File: config.mk
export PLATFORM = sky130hd
export DESIGN_NAME = execute_branch_resolve_flat
export DESIGN_NICKNAME = d
export VERILOG_FILES = /design/src/rtl/execute_branch_resolve_pkg.sv /design/src/rtl/execute_branch_resolve_if.sv /design/src/rtl/branch_cond_cmp.sv /design/src/rtl/execute_branch_resolve.sv /design/src/flat_wrapper.sv
export SDC_FILE = /design/constraint.sdc
export NUM_CORES = 1
export LEC_CHECK = 0
export CAP_MARGIN = 20
export CORE_MARGIN = 3
export CORE_UTILIZATION = 46
export CTS_BUF_LIST = sky130_fd_sc_hd__clkbuf_4
export DETAILED_ROUTE_END_ITERATION = 8
export PLACE_DENSITY = 0.77
export REMOVE_ABC_BUFFERS = 1
export SLEW_MARGIN = 20
export SYNTH_ARGS = -nofsm -noshare
export SYNTH_HDL_FRONTEND = slang
export SYNTH_SLANG_ARGS = --single-unit
File: constraint.sdc
create_clock -name clk -period 3.8 [get_ports clk]
set_input_delay 0.76 -clock clk [delete_from_list [all_inputs] [get_ports clk]]
set_output_delay 0.76 -clock clk [all_outputs]
set_load 0.01 [all_outputs]
File: src/rtl/execute_branch_resolve_pkg.sv
// Branch-condition encodings and default squash depth shared by the execute-stage resolver.
package rv_branch_pkg;
   localparam logic [2:0] BR_EQ  = 3'b000;
   localparam logic [2:0] BR_NE  = 3'b001;
   localparam logic [2:0] BR_LT  = 3'b100;
   localparam logic [2:0] BR_GE  = 3'b101;
   localparam logic [2:0] BR_LTU = 3'b110;
   localparam logic [2:0] BR_GEU = 3'b111;

   localparam int SQUASH_SLOTS_DEF = 2;
endpackage

File: src/rtl/execute_branch_resolve_if.sv
// Decode-to-execute control-flow bundle plus the fetch redirect and statistics returned by E.
// Inputs (_d, hold_e) are plain levels sampled at the capture edge; no valid/ready handshake.
interface execute_branch_resolve_if #(parameter int CNT_W = 16);
   logic             valid_d;
   logic [31:0]      pc_d;
   logic [31:0]      pcplus4_d;
   logic [31:0]      rs1_d;
   logic [31:0]      rs2_d;
   logic [31:0]      imm_d;
   logic             branch_d;
   logic             jump_d;
   logic             jalr_d;
   logic [2:0]       funct3_d;
   logic             hold_e;
   logic             valid_e;
   logic             pcsrc_e;
   logic [31:0]      pc_target_e;
   logic [31:0]      link_e;
   logic             misalign_e;
   logic             squash_busy;
   logic [CNT_W-1:0] br_count;
   logic [CNT_W-1:0] taken_count;

   modport master (
      output valid_d, pc_d, pcplus4_d, rs1_d, rs2_d, imm_d,
             branch_d, jump_d, jalr_d, funct3_d, hold_e,
      input  valid_e, pcsrc_e, pc_target_e, link_e, misalign_e,
             squash_busy, br_count, taken_count
   );

   modport slave (
      input  valid_d, pc_d, pcplus4_d, rs1_d, rs2_d, imm_d,
             branch_d, jump_d, jalr_d, funct3_d, hold_e,
      output valid_e, pcsrc_e, pc_target_e, link_e, misalign_e,
             squash_busy, br_count, taken_count
   );
endinterface

File: src/rtl/branch_cond_cmp.sv
// Combinational branch condition: equality, signed and unsigned less-than, selected by funct3.
module branch_cond_cmp
   import rv_branch_pkg::*;
(
   input  logic [31:0] i_rs1,
   input  logic [31:0] i_rs2,
   input  logic [2:0]  i_funct3,
   output logic        o_cond
);
   logic w_eq;
   logic w_lt;
   logic w_ltu;

   always_comb begin
      w_eq   = (i_rs1 == i_rs2);
      w_lt   = ($signed(i_rs1) < $signed(i_rs2));
      w_ltu  = (i_rs1 < i_rs2);
      o_cond = 1'b0;
      case (i_funct3)
         BR_EQ:   o_cond = w_eq;
         BR_NE:   o_cond = ~w_eq;
         BR_LT:   o_cond = w_lt;
         BR_GE:   o_cond = ~w_lt;
         BR_LTU:  o_cond = w_ltu;
         BR_GEU:  o_cond = ~w_ltu;
         default: o_cond = 1'b0;
      endcase
   end
endmodule

File: src/rtl/execute_branch_resolve.sv
// Execute-stage branch/jump resolver: ID/EX control-flow register, redirect to fetch,
// self-squash of wrong-path captures, and saturating branch statistics.
module execute_branch_resolve
   import rv_branch_pkg::*;
#(
   parameter int SQUASH_SLOTS = SQUASH_SLOTS_DEF,
   parameter int CNT_W        = 16
) (
   input logic                   clk,
   input logic                   rst,
   execute_branch_resolve_if.slave bus
);
   localparam int SQ_W = $clog2(SQUASH_SLOTS + 1);

   logic             r_valid;
   logic [31:0]      r_pc;
   logic [31:0]      r_pcplus4;
   logic [31:0]      r_rs1;
   logic [31:0]      r_rs2;
   logic [31:0]      r_imm;
   logic             r_branch;
   logic             r_jump;
   logic             r_jalr;
   logic [2:0]       r_funct3;
   logic [SQ_W-1:0]  r_squash_cnt;
   logic             r_resolved;
   logic             r_first;
   logic [CNT_W-1:0] r_br_count;
   logic [CNT_W-1:0] r_taken_count;

   logic             w_cond;
   logic             w_is_jalr;
   logic [31:0]      w_sum;
   logic [31:0]      w_target;
   logic             w_taken;
   logic             w_misalign;
   logic             w_pcsrc;

   branch_cond_cmp u_cmp (
      .i_rs1    (r_rs1),
      .i_rs2    (r_rs2),
      .i_funct3 (r_funct3),
      .o_cond   (w_cond)
   );

   always_comb begin
      w_is_jalr  = r_jump & r_jalr;
      w_sum      = (w_is_jalr ? r_rs1 : r_pc) + r_imm;
      w_target   = w_is_jalr ? {w_sum[31:1], 1'b0} : w_sum;
      w_taken    = r_valid & (r_jump | (r_branch & w_cond));
      w_misalign = w_taken & w_target[1];
      // resolved blocks a second redirect from the same instruction while E is held
      w_pcsrc    = w_taken & ~w_misalign & ~r_resolved;
   end

   always_ff @(posedge clk) begin
      if (rst) begin
         r_valid       <= 1'b0;
         r_pc          <= '0;
         r_pcplus4     <= '0;
         r_rs1         <= '0;
         r_rs2         <= '0;
         r_imm         <= '0;
         r_branch      <= 1'b0;
         r_jump        <= 1'b0;
         r_jalr        <= 1'b0;
         r_funct3      <= '0;
         r_squash_cnt  <= '0;
         r_resolved    <= 1'b0;
         r_first       <= 1'b0;
         r_br_count    <= '0;
         r_taken_count <= '0;
      end else begin
         if (r_first & r_valid & (r_branch | r_jump) & ~(&r_br_count))
            r_br_count <= r_br_count + CNT_W'(1);
         if (r_first & w_pcsrc & ~(&r_taken_count))
            r_taken_count <= r_taken_count + CNT_W'(1);

         if (bus.hold_e) begin
            if (w_pcsrc)
               r_resolved <= 1'b1;
            r_first <= 1'b0;
         end else begin
            // a redirect issued during a hold squashes the release capture itself
            r_valid   <= bus.valid_d & (r_squash_cnt == '0) & ~r_resolved;
            r_pc      <= bus.pc_d;
            r_pcplus4 <= bus.pcplus4_d;
            r_rs1     <= bus.rs1_d;
            r_rs2     <= bus.rs2_d;
            r_imm     <= bus.imm_d;
            r_branch  <= bus.branch_d;
            r_jump    <= bus.jump_d;
            r_jalr    <= bus.jalr_d;
            r_funct3  <= bus.funct3_d;
            if (w_pcsrc)
               r_squash_cnt <= SQ_W'(SQUASH_SLOTS);
            else if (r_resolved)
               r_squash_cnt <= SQ_W'(SQUASH_SLOTS - 1);
            else if (r_squash_cnt != '0)
               r_squash_cnt <= r_squash_cnt - SQ_W'(1);
            r_resolved <= 1'b0;
            r_first    <= 1'b1;
         end
      end
   end

   assign bus.valid_e     = r_valid;
   assign bus.pcsrc_e     = w_pcsrc;
   assign bus.pc_target_e = w_target;
   assign bus.link_e      = r_pcplus4;
   assign bus.misalign_e  = w_misalign;
   assign bus.squash_busy = (r_squash_cnt != '0);
   assign bus.br_count    = r_br_count;
   assign bus.taken_count = r_taken_count;
endmodule

File: src/flat_wrapper.sv
// flat-port wrapper written by rule: the top's interface ports become plain ports
module execute_branch_resolve_flat import rv_branch_pkg::*;
#(
   parameter int SQUASH_SLOTS = SQUASH_SLOTS_DEF,
   parameter int CNT_W        = 16
)
  (clk, rst, bus_valid_d, bus_pc_d, bus_pcplus4_d, bus_rs1_d, bus_rs2_d, bus_imm_d, bus_branch_d, bus_jump_d, bus_jalr_d, bus_funct3_d, bus_hold_e, bus_valid_e, bus_pcsrc_e, bus_pc_target_e, bus_link_e, bus_misalign_e, bus_squash_busy, bus_br_count, bus_taken_count);
  execute_branch_resolve_if #(.CNT_W(CNT_W)) bus_i ();
  input logic clk;
  input logic rst;
  input wire logic [$bits(bus_i.valid_d)-1:0] bus_valid_d;
  input wire logic [$bits(bus_i.pc_d)-1:0] bus_pc_d;
  input wire logic [$bits(bus_i.pcplus4_d)-1:0] bus_pcplus4_d;
  input wire logic [$bits(bus_i.rs1_d)-1:0] bus_rs1_d;
  input wire logic [$bits(bus_i.rs2_d)-1:0] bus_rs2_d;
  input wire logic [$bits(bus_i.imm_d)-1:0] bus_imm_d;
  input wire logic [$bits(bus_i.branch_d)-1:0] bus_branch_d;
  input wire logic [$bits(bus_i.jump_d)-1:0] bus_jump_d;
  input wire logic [$bits(bus_i.jalr_d)-1:0] bus_jalr_d;
  input wire logic [$bits(bus_i.funct3_d)-1:0] bus_funct3_d;
  input wire logic [$bits(bus_i.hold_e)-1:0] bus_hold_e;
  output wire logic [$bits(bus_i.valid_e)-1:0] bus_valid_e;
  output wire logic [$bits(bus_i.pcsrc_e)-1:0] bus_pcsrc_e;
  output wire logic [$bits(bus_i.pc_target_e)-1:0] bus_pc_target_e;
  output wire logic [$bits(bus_i.link_e)-1:0] bus_link_e;
  output wire logic [$bits(bus_i.misalign_e)-1:0] bus_misalign_e;
  output wire logic [$bits(bus_i.squash_busy)-1:0] bus_squash_busy;
  output wire logic [$bits(bus_i.br_count)-1:0] bus_br_count;
  output wire logic [$bits(bus_i.taken_count)-1:0] bus_taken_count;
  assign bus_i.valid_d = bus_valid_d;
  assign bus_i.pc_d = bus_pc_d;
  assign bus_i.pcplus4_d = bus_pcplus4_d;
  assign bus_i.rs1_d = bus_rs1_d;
  assign bus_i.rs2_d = bus_rs2_d;
  assign bus_i.imm_d = bus_imm_d;
  assign bus_i.branch_d = bus_branch_d;
  assign bus_i.jump_d = bus_jump_d;
  assign bus_i.jalr_d = bus_jalr_d;
  assign bus_i.funct3_d = bus_funct3_d;
  assign bus_i.hold_e = bus_hold_e;
  assign bus_valid_e = bus_i.valid_e;
  assign bus_pcsrc_e = bus_i.pcsrc_e;
  assign bus_pc_target_e = bus_i.pc_target_e;
  assign bus_link_e = bus_i.link_e;
  assign bus_misalign_e = bus_i.misalign_e;
  assign bus_squash_busy = bus_i.squash_busy;
  assign bus_br_count = bus_i.br_count;
  assign bus_taken_count = bus_i.taken_count;
  execute_branch_resolve #(.SQUASH_SLOTS(SQUASH_SLOTS), .CNT_W(CNT_W)) u_core (.clk(clk), .rst(rst), .bus(bus_i));
endmodule
==> impl_metrics.json <==
{
  "rr_endpoint": "u_core.bus.taken_count[14]",
  "synth_cells": 1099,
  "drt_wl_total_um": 30300,
  "ys.flop_type": "dfxtp_1",
  "async_flop_share": 0,
  "synth_area_leader_cell": "dfxtp_1",
  "finalMaxSlewViolations": 0,
  "syn_avg_cell_area_um2": 9.37,
  "cts_htree_levels": 2,
  "power.leakage_uw": 0.00704,
  "crit_path_end": "bus_pc_target_e[27]",
  "clock_path_buffers": 3,
  "grt_pass1_wl_um": 46500,
  "cp-end-kind": "primary output",
  "first_pass_iters": 4,
  "arrival_ps": 3840,
  "place.gp.congestion": 0.843,
  "first_iter_violations": 326,
  "hp-start": "u_core.r_squash_cnt[0]",
  "finalNetCount": 1746,
  "rows": 54,
  "root_buffer": "clkbuf_4",
  "synth_top_area_frac": 0.394,
  "synth.yosys.warnings": 0,
  "initial_core_util": 0.471,
  "worstHoldPathCells": 2,
  "synthTopCellsByArea": "dfxtp_1 39%, mux2i_1 17%, ha_1 8.0%, nor2_1 8.0%, mux2_2 3.3%",
  "final-hold-violation-count": 0,
  "r2r-start": "u_core.r_rs2[25]",
  "finalWorstSetupSlack_ps": -801,
  "slowest_stage": "dfxtp_2",
  "area_delta_synth_final_pct": 51.2,
  "drt-vias-per-instance": 5.11,
  "dieArea_um2": 24200,
  "reg2reg_depth": 14,
  "cts_tree": "built",
  "die_w_um": 156,
  "fmax_ghz": 0.217,
  "synth-seq-area-share": 0.394,
  "tightest_slew_ps": 809,
  "min_period_over_period": 1.21,
  "drv_cap": 0,
  "dp_slack_ps": -891,
  "clk_pin_slew_ps": 60,
  "ir_drop_uv": 288,
  "cts_sinks": 203,
  "ys_types": 68,
  "hp-class": "reg -> reg",
  "status": "finished with violations",
  "grt_pass1_vias": 9387,
  "grt_max_degree": 101,
  "ff_latch_area_um2": 4080,
  "crit_path_start": "u_core.r_jump",
  "cp_max_fo": 6,
  "worstPathCellList": "nand2_4 > buf_12 > buf_8 > mux2_4 > ha_4 > buf_6 > buf_6 > nand2_4 > nor3_2 > nand3_1 > o211ai_1 > o211ai_2 > o21ai_2 > buf_4 > buf_6 > nand2_2 > nand2_2 > a21oi_4 > xnor2_2 > buf_2",
  "grt-ovfl-total": 0,
  "relSlewSlack": 0.461,
  "r2r_slack_ps": 530,
  "cp.required_ps": 3040,
  "crit_top_cell": "buf_6",
  "rsz0062_at_grt": "true",
  "synth-seq-cells": 203,
  "worstSkewPairLatency_ps": 680,
  "cp-start-kind": "flip-flop",
  "wl_per_cell_um": 16.6,
  "multiInputGateArea_um2": 6600,
  "floorplan.io_pins": 270,
  "port_buffers": 269,
  "antenna_found_initial": 3,
  "die_h_um": 156,
  "placed_cells": 1704,
  "synth_edf_count": 0,
  "final_cells": 1826,
  "hpwl_um": 20600,
  "grt_use_total": 0.234,
  "via_count": 9323,
  "skew_ps": 42.6,
  "violations": "negative setup slack",
  "core_area_um2": 21900,
  "fillers": 1648,
  "drc_errors": 0,
  "cts_made_buffers": 54,
  "slowest_delay_ps": 350,
  "min_period_ps": 4600,
  "powerDensity_nw_per_um2": 346,
  "finalSetupViolations": 25,
  "antenna_left": 0,
  "drive_gt1_frac": 0.266,
  "criticalPathCategory": "reg -> out",
  "synthesis.area_um2": 10300
}
metal layers:
| metal | vias to the layer above | track usage | wire length (um) | share of wire |
|---|---|---|---|---|
| li1 | 4649 | - | - | - |
| met1 | 4337 | 0.294 | 12900 | 0.43 |
| met2 | 279 | 0.396 | 14700 | 0.49 |
| met3 | 56 | 0.0627 | 2040 | 0.067 |
| met4 | 2 | 0.0663 | 643 | 0.021 |
| met5 | - | 0 | 11 | 0.00036 |
metrics by stage:
| step | utilization | hold slack (ps) | setup TNS, ps | area, um^2 | total power (uW) |
|---|---|---|---|---|---|
| CTS | 0.699 | 493 | -12270 | 15300 | 5380 |
| finish | 0.711 | 490 | -11890 | 15600 | 5380 |
| detailed placement | 0.639 | 480 | -7200 | 14000 | 3410 |
| floorplan | - | 458 | -3790 | 10100 | 2790 |
| global route | 0.711 | 501 | -16570 | 15600 | 5670 |
| global placement | 0.639 | 468 | -6470 | 14000 | 3390 |
flip-flops by register name (all words and copies together) (netlist names):
register and cells:
u_core.bus.link_e 32, u_core.r_imm 32, u_core.r_pc 32, u_core.r_rs1 32, u_core.r_rs2 32, u_core.bus.br_count 16
u_core.bus.taken_count 16, u_core.r_funct3 3, u_core.r_squash_cnt 2, u_core.bus.valid_e 1, u_core.r_branch 1, u_core.r_first 1
u_core.r_jalr 1, u_core.r_jump 1, u_core.r_resolved 1
cell type report:
type | count | area share
multi-input cells | 802 | 0.424
inverters | 44 | 0.0106
clock inverters | 8 | 0.00193
repair buffers | 404 | 0.239
clock buffers | 83 | 0.0400
flip-flops and latches | 203 | 0.262
well taps | 280 | 0.0225
diodes | 2 | 0.000321
worst max-delay path, delay by kind of cell (launching register included):
| family | cells | cell delay (ps) |
|---|---|---|
| buffers and inverters | 7 | 910 |
| AOI/OAI and AO/OA | 4 | 600 |
| and+or+nand+nor | 6 | 520 |
| DFF | 1 | 350 |
| muxes | 1 | 320 |
| adders and majority gates | 1 | 300 |
| xor gates and xnor gates | 1 | 180 |
logic make-up (layout without fill, tap and decap cells):
group,Yosys count,in the layout,share of synthesized area
other,0,2,0
XOR/XNOR,51,51,0.0434
buffers and inverters,94,539,0.0358
AND/OR/NAND/NOR,353,353,0.160
multiplexers,202,202,0.201
AO/OA/AOI/OAI,129,129,0.0837
adder cells (fa/ha/maj),67,67,0.0821
flip-flops,203,203,0.394
how the worst min path moves through the flow:
stage | slack, ps | endpoint
after CTS | 490 | u_core.r_squash_cnt[0]
after global placement | 470 | u_core.r_pc[27]
final | 490 | u_core.r_squash_cnt[0]
after floorplan | 460 | u_core.r_pc[10]
after global routing | 500 | u_core.r_first
after detailed placement | 480 | u_core.r_squash_cnt[0]
power by group:
group          internal [uW]  switching [uW]
clock                    979             894
sequential              2240            73.4
combinational            657             542
synth_stat cells (3+ instances only):
| master | number |
|---|---|
| o211ai_1 | 4 |
| xnor2_1 | 31 |
| o21ai_1 | 3 |
| nand2b_1 | 3 |
| nor3_2 | 4 |
| nor3_1 | 12 |
| nor3b_1 | 5 |
| or3_1 | 7 |
| mux2i_1 | 170 |
| ha_1 | 66 |
| nor4_1 | 4 |
| and2_1 | 3 |
| a21o_1 | 25 |
| nand3_1 | 9 |
| a211oi_1 | 4 |
| dfxtp_1 | 203 |
| a21oi_1 | 43 |
| clkbuf_1 | 31 |
| nand2_1 | 37 |
| and3_1 | 6 |
| o31a_1 | 3 |
| o21a_1 | 5 |
| buf_1 | 16 |
| o21ai_0 | 16 |
| nand4_1 | 14 |
| o21bai_1 | 5 |
| and4_1 | 4 |
| xor2_1 | 20 |
| nor2_1 | 219 |
| mux2_2 | 30 |
| or2_1 | 3 |
| nor2b_1 | 9 |
| o31ai_1 | 3 |
| inv_1 | 44 |
placed cells by master (no fill, tap or decap), types with 6 or more instances in the layout:
master,n
or3_1,6
nor3_2,7
clkbuf_4,83
inv_1,40
dfxtp_2,9
nand4_1,14
nor2_1,213
mux2_2,23
xor2_1,15
nand2_1,30
xnor2_1,24
mux2i_1,170
o21ai_0,8
a21oi_2,21
nor2b_1,9
buf_4,113
o21ai_2,7
dfxtp_1,194
clkdlybuf4s50_1,236
mux2_4,8
buf_2,22
nand3_1,6
ha_4,17
and3_1,6
nor3_1,9
a21oi_1,20
a21o_1,25
clkinv_1,7
ha_1,44
buf_6,23
what timing repair did:
action                                  4_1_cts  5_1_grt
pin swaps                                    75       57
gates cloned                                  1        0
hold buffers                                  0        0
hold endpoints to repair                      0        0
endpoints found under the setup margin       30       28
resized for setup                           231       57
setup buffers                                28       11
Note: power is estimated with default switching activity, not from simulation.
==> patch 1: new RTL, same settings <==
`CNT_W` is set to 16 in 3 places; all go to 32.
--- a/src/rtl/execute_branch_resolve_if.sv
+++ b/src/rtl/execute_branch_resolve_if.sv
@@ -2,3 +2,3 @@
 // Inputs (_d, hold_e) are plain levels sampled at the capture edge; no valid/ready handshake.
-interface execute_branch_resolve_if #(parameter int CNT_W = 16);
+interface execute_branch_resolve_if #(parameter int CNT_W = 32);
    logic             valid_d;
--- a/src/rtl/execute_branch_resolve.sv
+++ b/src/rtl/execute_branch_resolve.sv
@@ -6,3 +6,3 @@
    parameter int SQUASH_SLOTS = SQUASH_SLOTS_DEF,
-   parameter int CNT_W        = 16
+   parameter int CNT_W        = 32
 ) (
--- a/src/flat_wrapper.sv
+++ b/src/flat_wrapper.sv
@@ -4,3 +4,3 @@
    parameter int SQUASH_SLOTS = SQUASH_SLOTS_DEF,
-   parameter int CNT_W        = 16
+   parameter int CNT_W        = 32
 )
Ports: changed (resized bus_br_count and bus_taken_count); port bits go from 270 to 302. The function was not compared with the original's and may differ.
==> patch 1 against the original RTL <==
- the flow still finishes with violations (negative setup slack)
- synthesized area is 17% higher
- sequential cell count is 32 higher
- first-iteration DRC count is 140% higher
- clock skew is 9.2 ps higher
- synthesized cell count is 19% higher
- die area is 16% higher
- critical path depth is 4 lower
- final area is 14% higher
- worst setup slack better by 56 ps
- wire length is 15% higher
- cell count is 16% higher
- total power is 18% higher
- sequential share of layout area is 0.35 points higher
- largest power group unchanged
==> patch 1: results (changes against the original RTL) <==
| Metric | Value |
|---|---|
| Total Power | 6340 uW (was 5380 uW) |
| Power Sequential | 2650 uW (was 2310 uW) |
| Crit path arrival time | 3790 ps (was 3840 ps) |
| Pre-antenna DRT Iters | 5 (was 4) |
| Placed Area | 16000 um2 (was 14000 um2) |
| Starting DRT DRC Count | 780 (was 326) |
| Worst r2r src | u_core.r_rs1[10] (was u_core.r_rs2[25]) |
| WL/cell | 16.5 um (was 16.6 um) |
| GR Layer Usage met3 | 6.35% (was 6.27%) |
| Dominant cells by area after synthesis | dfxtp_1 (39%), mux2i_1 (14%), nor2_1 (7.3%), ha_1 (6.9%), mux2_2 (3.1%) (was dfxtp_1 (39%), mux2i_1 (17%), ha_1 (8.0%), nor2_1 (8.0%), mux2_2 (3.3%)) |
| H-tree depth | 3 (was 2) |
| Worst-Skew Late Latency | 660 ps (was 680 ps) |
| GRT Total Usage | 23.8% (was 23.4%) |
| Worst slew margin | 42.1% (was 46.1%) |
| Layout cell share with drive strength beyond 1 | 22.2% (was 26.6%) |
| CP max stage cell | dfxtp_4 (was dfxtp_2) |
| Setup violators final | 24 (was 25) |
| Post-route setup slack | -746 ps (was -801 ps) |
| Setup TNS Final | -12170 ps (was -11890 ps) |
| HPWL after DPL | 24.7 mm (was 20.6 mm) |
| Violated checks | negative setup slack (unchanged) |
| HP Start | u_core.r_rs2[26] (was u_core.r_squash_cnt[0]) |
| Power Internal | 4650 uW (was 3870 uW) |
| CTS buffer count | 66 (was 54) |
| Pre-CTS WS | -836 ps (was -891 ps) |
| Largest net degree at the start of global routing | 112 (was 101) |
| Post-CTS Setup Bufs | 20 (was 28) |
| Top post-synthesis cells by count | dfxtp_1 (235), nor2_1 (234), mux2i_1 (168) (was nor2_1 (219), dfxtp_1 (203), mux2i_1 (170)) |
| Worst hold path endpoint | u_core.r_rs2[26] (was u_core.r_squash_cnt[0]) |
| DRT met1 WL | 14.8 mm (was 12.9 mm) |
| Resize count post-CTS | 228 (was 231) |
| Met2 WL | 17.2 mm (was 14.7 mm) |
| Met3 Wirelength | 2.24 mm (was 2.04 mm) |
| Family with the most delay on the worst path | compound AO/OA/AOI/OAI gates (was buffers and inverters) |
| # nets final | 1979 (was 1746) |
| Outcome | finished with violations (unchanged) |
| Antenna violations before repair | 2 (was 3) |
| Port bufs | 301 (was 269) |
| CP peak stage delay | 380 ps (was 350 ps) |
| Met2 Use GR | 41.0% (was 39.6%) |
| Netlist cell types | 69 (was 68) |
| Worst r2r dst | u_core.bus.taken_count[10] (was u_core.bus.taken_count[14]) |
| Reg2reg path depth | 11 (was 14) |
| Vias in the first global route | 11293 (was 9387) |
| LEAKAGE | 0.00772 uW (was 0.00704 uW) |
| GR Util met1 | 28.9% (was 29.4%) |
| Hold Slack | 489 ps (was 490 ps) |
| Worst R2R Setup Slack | 600 ps (was 530 ps) |
==> patch 1: cell types whose count changed in the layout (fill, tap and decap cells not counted), sizes merged, moves of 15 or more <==
cell and delta:
dfxtp +32, clkbuf +15, nand4 +16, clkdlybuf4s50 +33, a21oi +21, nand3 +23
==> patch 1: cells by family (layout without fill, tap and decap cells) <==
| family | count (synthesis) | in the layout | synth area share (%) |
|---|---|---|---|
| and+or+nand+nor | 455 | 455 | 18.3 |
| DFF | 235 | 235 | 39.1 |
| muxes | 205 | 205 | 17.5 |
| AOI/OAI and AO/OA | 175 | 175 | 9.95 |
| buffers and inverters | 110 | 585 | 3.66 |
| adders and majority gates | 67 | 67 | 7.04 |
| xor gates and xnor gates | 61 | 61 | 4.44 |
| other | 0 | 3 | 0 |
==> patch 1: area by class of cell <==
cell class	count	area, um2
diodes	3	7.51
clock inverters	12	150
well taps	330	413
multi-input cells	963	7580
inverters	48	180
fillers	1935	7600
flip-flops and latches	235	4720
clock buffers	97	728
repair buffers	428	4020
==> patch 2: new RTL, same settings <==
Made on the original files. Make the reset (`rst`) asynchronous in one clocked block.
--- a/src/rtl/execute_branch_resolve.sv
+++ b/src/rtl/execute_branch_resolve.sv
@@ -55,3 +55,3 @@
 
-   always_ff @(posedge clk) begin
+   always_ff @(posedge clk or posedge rst) begin
       if (rst) begin
Function: differs if rst is asserted again (counterexample within 4 cycles, from zero or initial values and one cycle with rst high); with rst held inactive, the same outputs for 4 cycles.
==> patch 2 against the original RTL <==
- register-to-register slack got worse by 390 ps
- synthesized area rose by 1.9%
- non-clock buffer count rose by 10
- largest cell class unchanged
- synthesized cell count fell by 23%
- critical endpoint unchanged
- core utilization rose by 0.57 points
- sequential cell count did not move
- worst hold slack got worse by 5.1 ps
- final area rose by 2.0%
- worst setup slack got worse by 42 ps
- wire length fell by 5.1%
- the flow still finishes with violations (negative setup slack)
Power is not compared: it rests on default switching activity, and its combinational part moved more than twofold at a synthesized area within 25%.
==> patch 2: results (changes against the original RTL) <==
| Metric | Value |
|---|---|
| Outcome | finished with violations (unchanged) |
| Violated checks | negative setup slack (unchanged) |
| Post-route setup slack | -843 ps (was -801 ps) |
| Vias in the first global route | 9094 (was 9387) |
| Worst-Skew Late Latency | 650 ps (was 680 ps) |
| Pre-antenna DRT Iters | 4 (unchanged) |
| Family with the most delay on the worst path | buffers and inverters (unchanged) |
| Gpl congestion | 0.859 (was 0.843) |
| Ys async rst share | 100% (was 0%) |
| Worst hold path endpoint | u_core.bus.br_count[8] (was u_core.r_squash_cnt[0]) |
| Port bufs | 269 (unchanged) |
| Dominant synthesized flop cell | dfrtp_1 (was dfxtp_1) |
| HPWL after DPL | 20.5 mm (was 20.6 mm) |
| CP peak stage delay | 500 ps (was 350 ps) |
| Placed Area | 14400 um2 (was 14000 um2) |
| Max Fanout on Critical Path | 5 (was 6) |
| Clk_skew | 37.0 ps (was 42.6 ps) |
| Layout cell share with drive strength beyond 1 | 42.1% (was 26.6%) |
| Worst R2R Setup Slack | 140 ps (was 530 ps) |
| Worst r2r dst | u_core.bus.taken_count[1] (was u_core.bus.taken_count[14]) |
| Placed cells | 1493 (was 1704) |
| H-tree depth | 2 (unchanged) |
| First-pass GRT wire length | 44.8 mm (was 46.5 mm) |
| CTS buffer count | 53 (was 54) |
| Root Driver | clkbuf_4 (unchanged) |
| Top post-synthesis cells by count | dfrtp_1 (203), mux2_2 (199), ha_1 (66) (was nor2_1 (219), dfxtp_1 (203), mux2i_1 (170)) |
| Hold Slack | 485 ps (was 490 ps) |
| Worst Hold Path Cells | 1 (was 2) |
| Total Wirelength | 28.8 mm (was 30.3 mm) |
| Reg2reg path depth | 14 (unchanged) |
| Avg Inst Size Synth | 12.3 um2 (was 9.37 um2) |
| Fillcell total | 1558 (was 1648) |
| Final Instance Area | 15900 um2 (was 15600 um2) |
| Starting DRT DRC Count | 367 (was 326) |
| HP Start | u_core.bus.br_count[8] (was u_core.r_squash_cnt[0]) |
| GRT Total Usage | 22.5% (was 23.4%) |
| Netlist cell types | 60 (was 68) |
| Largest net degree at the start of global routing | 80 (was 101) |
| CP max stage cell | or4b_4 (was dfxtp_2) |
| LEAKAGE | just over 0.007 uW |
| Post-synthesis sequential area ratio | 48.4% (was 39.4%) |
| Clock slew at reported path FFs | 60 ps (about the same) |
| Antenna violations before repair | 2 (was 3) |
| Setup violators final | 27 (was 25) |
| Worst r2r src | u_core.r_rs1[14] (was u_core.r_rs2[25]) |
| Finished Layout Cells | 1611 (was 1826) |
| Dominant cells by area after synthesis | dfrtp_1 (48%), mux2_2 (21%), ha_1 (7.9%), xnor2_1 (3.8%), a21oi_1 (2.0%) (was dfxtp_1 (39%), mux2i_1 (17%), ha_1 (8.0%), nor2_1 (8.0%), mux2_2 (3.3%)) |
| Worst slew pin tran | 751 ps (was 809 ps) |
| Pre-CTS WS | -904 ps (was -891 ps) |
| Number of vias per cell | 5.30 (was 5.11) |
## patch 2: cell types whose count changed in the layout (fill, tap and decap cells not counted), moves of 9 or more
cell     delta
xnor2_1    +19
dfxtp_1   -194
mux2_2    +168
dfrtp_1   +201
mux2i_1   -169
nor2_1    -200
dfxtp_2     -9
inv_1       +9
nand4_1    +11
## patch 2: how the worst max path moves through the flow
stage,end,depth (start not counted),from
after floorplan,u_core.bus.br_count[0],1,rst
after CTS,bus_pc_target_e[31],14,u_core.r_jalr
after global routing,bus_pc_target_e[31],15,u_core.r_jump
after global placement,bus_pc_target_e[16],14,u_core.r_jump
after detailed placement,bus_pc_target_e[28],15,u_core.r_jump
final,bus_pc_target_e[27],17,u_core.r_jump
## patch 2: area by class of cell
| class | instances | area share (%) |
|---|---|---|
| Multi-Input combinational cell | 572 | 36.7 |
| Sequential cell | 203 | 32.0 |
| Timing Repair Buffer | 414 | 23.8 |
| Clock buffer | 82 | 3.87 |
| Tap cell | 280 | 2.20 |
| Inverter | 52 | 1.28 |
| Clock inverter | 6 | 0.142 |
| Antenna cell | 2 | 0.0315 |
## patch 2: cells by family after synthesis
family	share of synthesized area, %
compound gates	7.65
buf+inv	2.82
fa+ha+maj	8.05
xor+xnor	4.92
simple gates	6.75
mux	21.4
flops	48.4
## patch 2: worst register-to-register path: stages (launching register included)
cell and delay (ps):
dfrtp_1 390, buf_6 130, ha_4 260, nand4_1 170
or4_4 560, a21o_1 180, a21oi_2 170, o21ba_2 160
o311ai_2 130, buf_4 180, buf_4 130, buf_4 130
a2111oi_4 330, buf_4 250, mux2_2 350
## patch 2: layer usage
layer	share of wire [%]	wire, um	GRT usage, %	up-vias
met5	0	0	0	-
met1	41	11900	27.9	4205
li1	-	-	-	3998
met4	2.1	599	6.74	0
met2	49	14200	38.4	282
met3	7.2	2080	6.41	46
## patch 2: power breakdown
group / internal [uW] / switching (uW)
Sequential: 2380 / 169
Combinational: 1540 / 1230
Clock: 965 / 862
Total: 4890 / 2260
## patch 2: timing repair
item | in CTS | in global routing
resized for setup | 215 | 56
gates cloned | 1 | 0
pin swaps | 62 | 61
buffers inserted | 15 | 17
endpoints found under the setup margin | 31 | 29
## patch 2: metrics by stage
stage	power, uW	TNS (ps)
6_report	7150	-14570
5_1_grt	7570	-19250
4_1_cts	7020	-15250
3_5_place_dp	5020	-15600
3_3_place_gp	4980	-14190
2_1_floorplan	3700	-514350
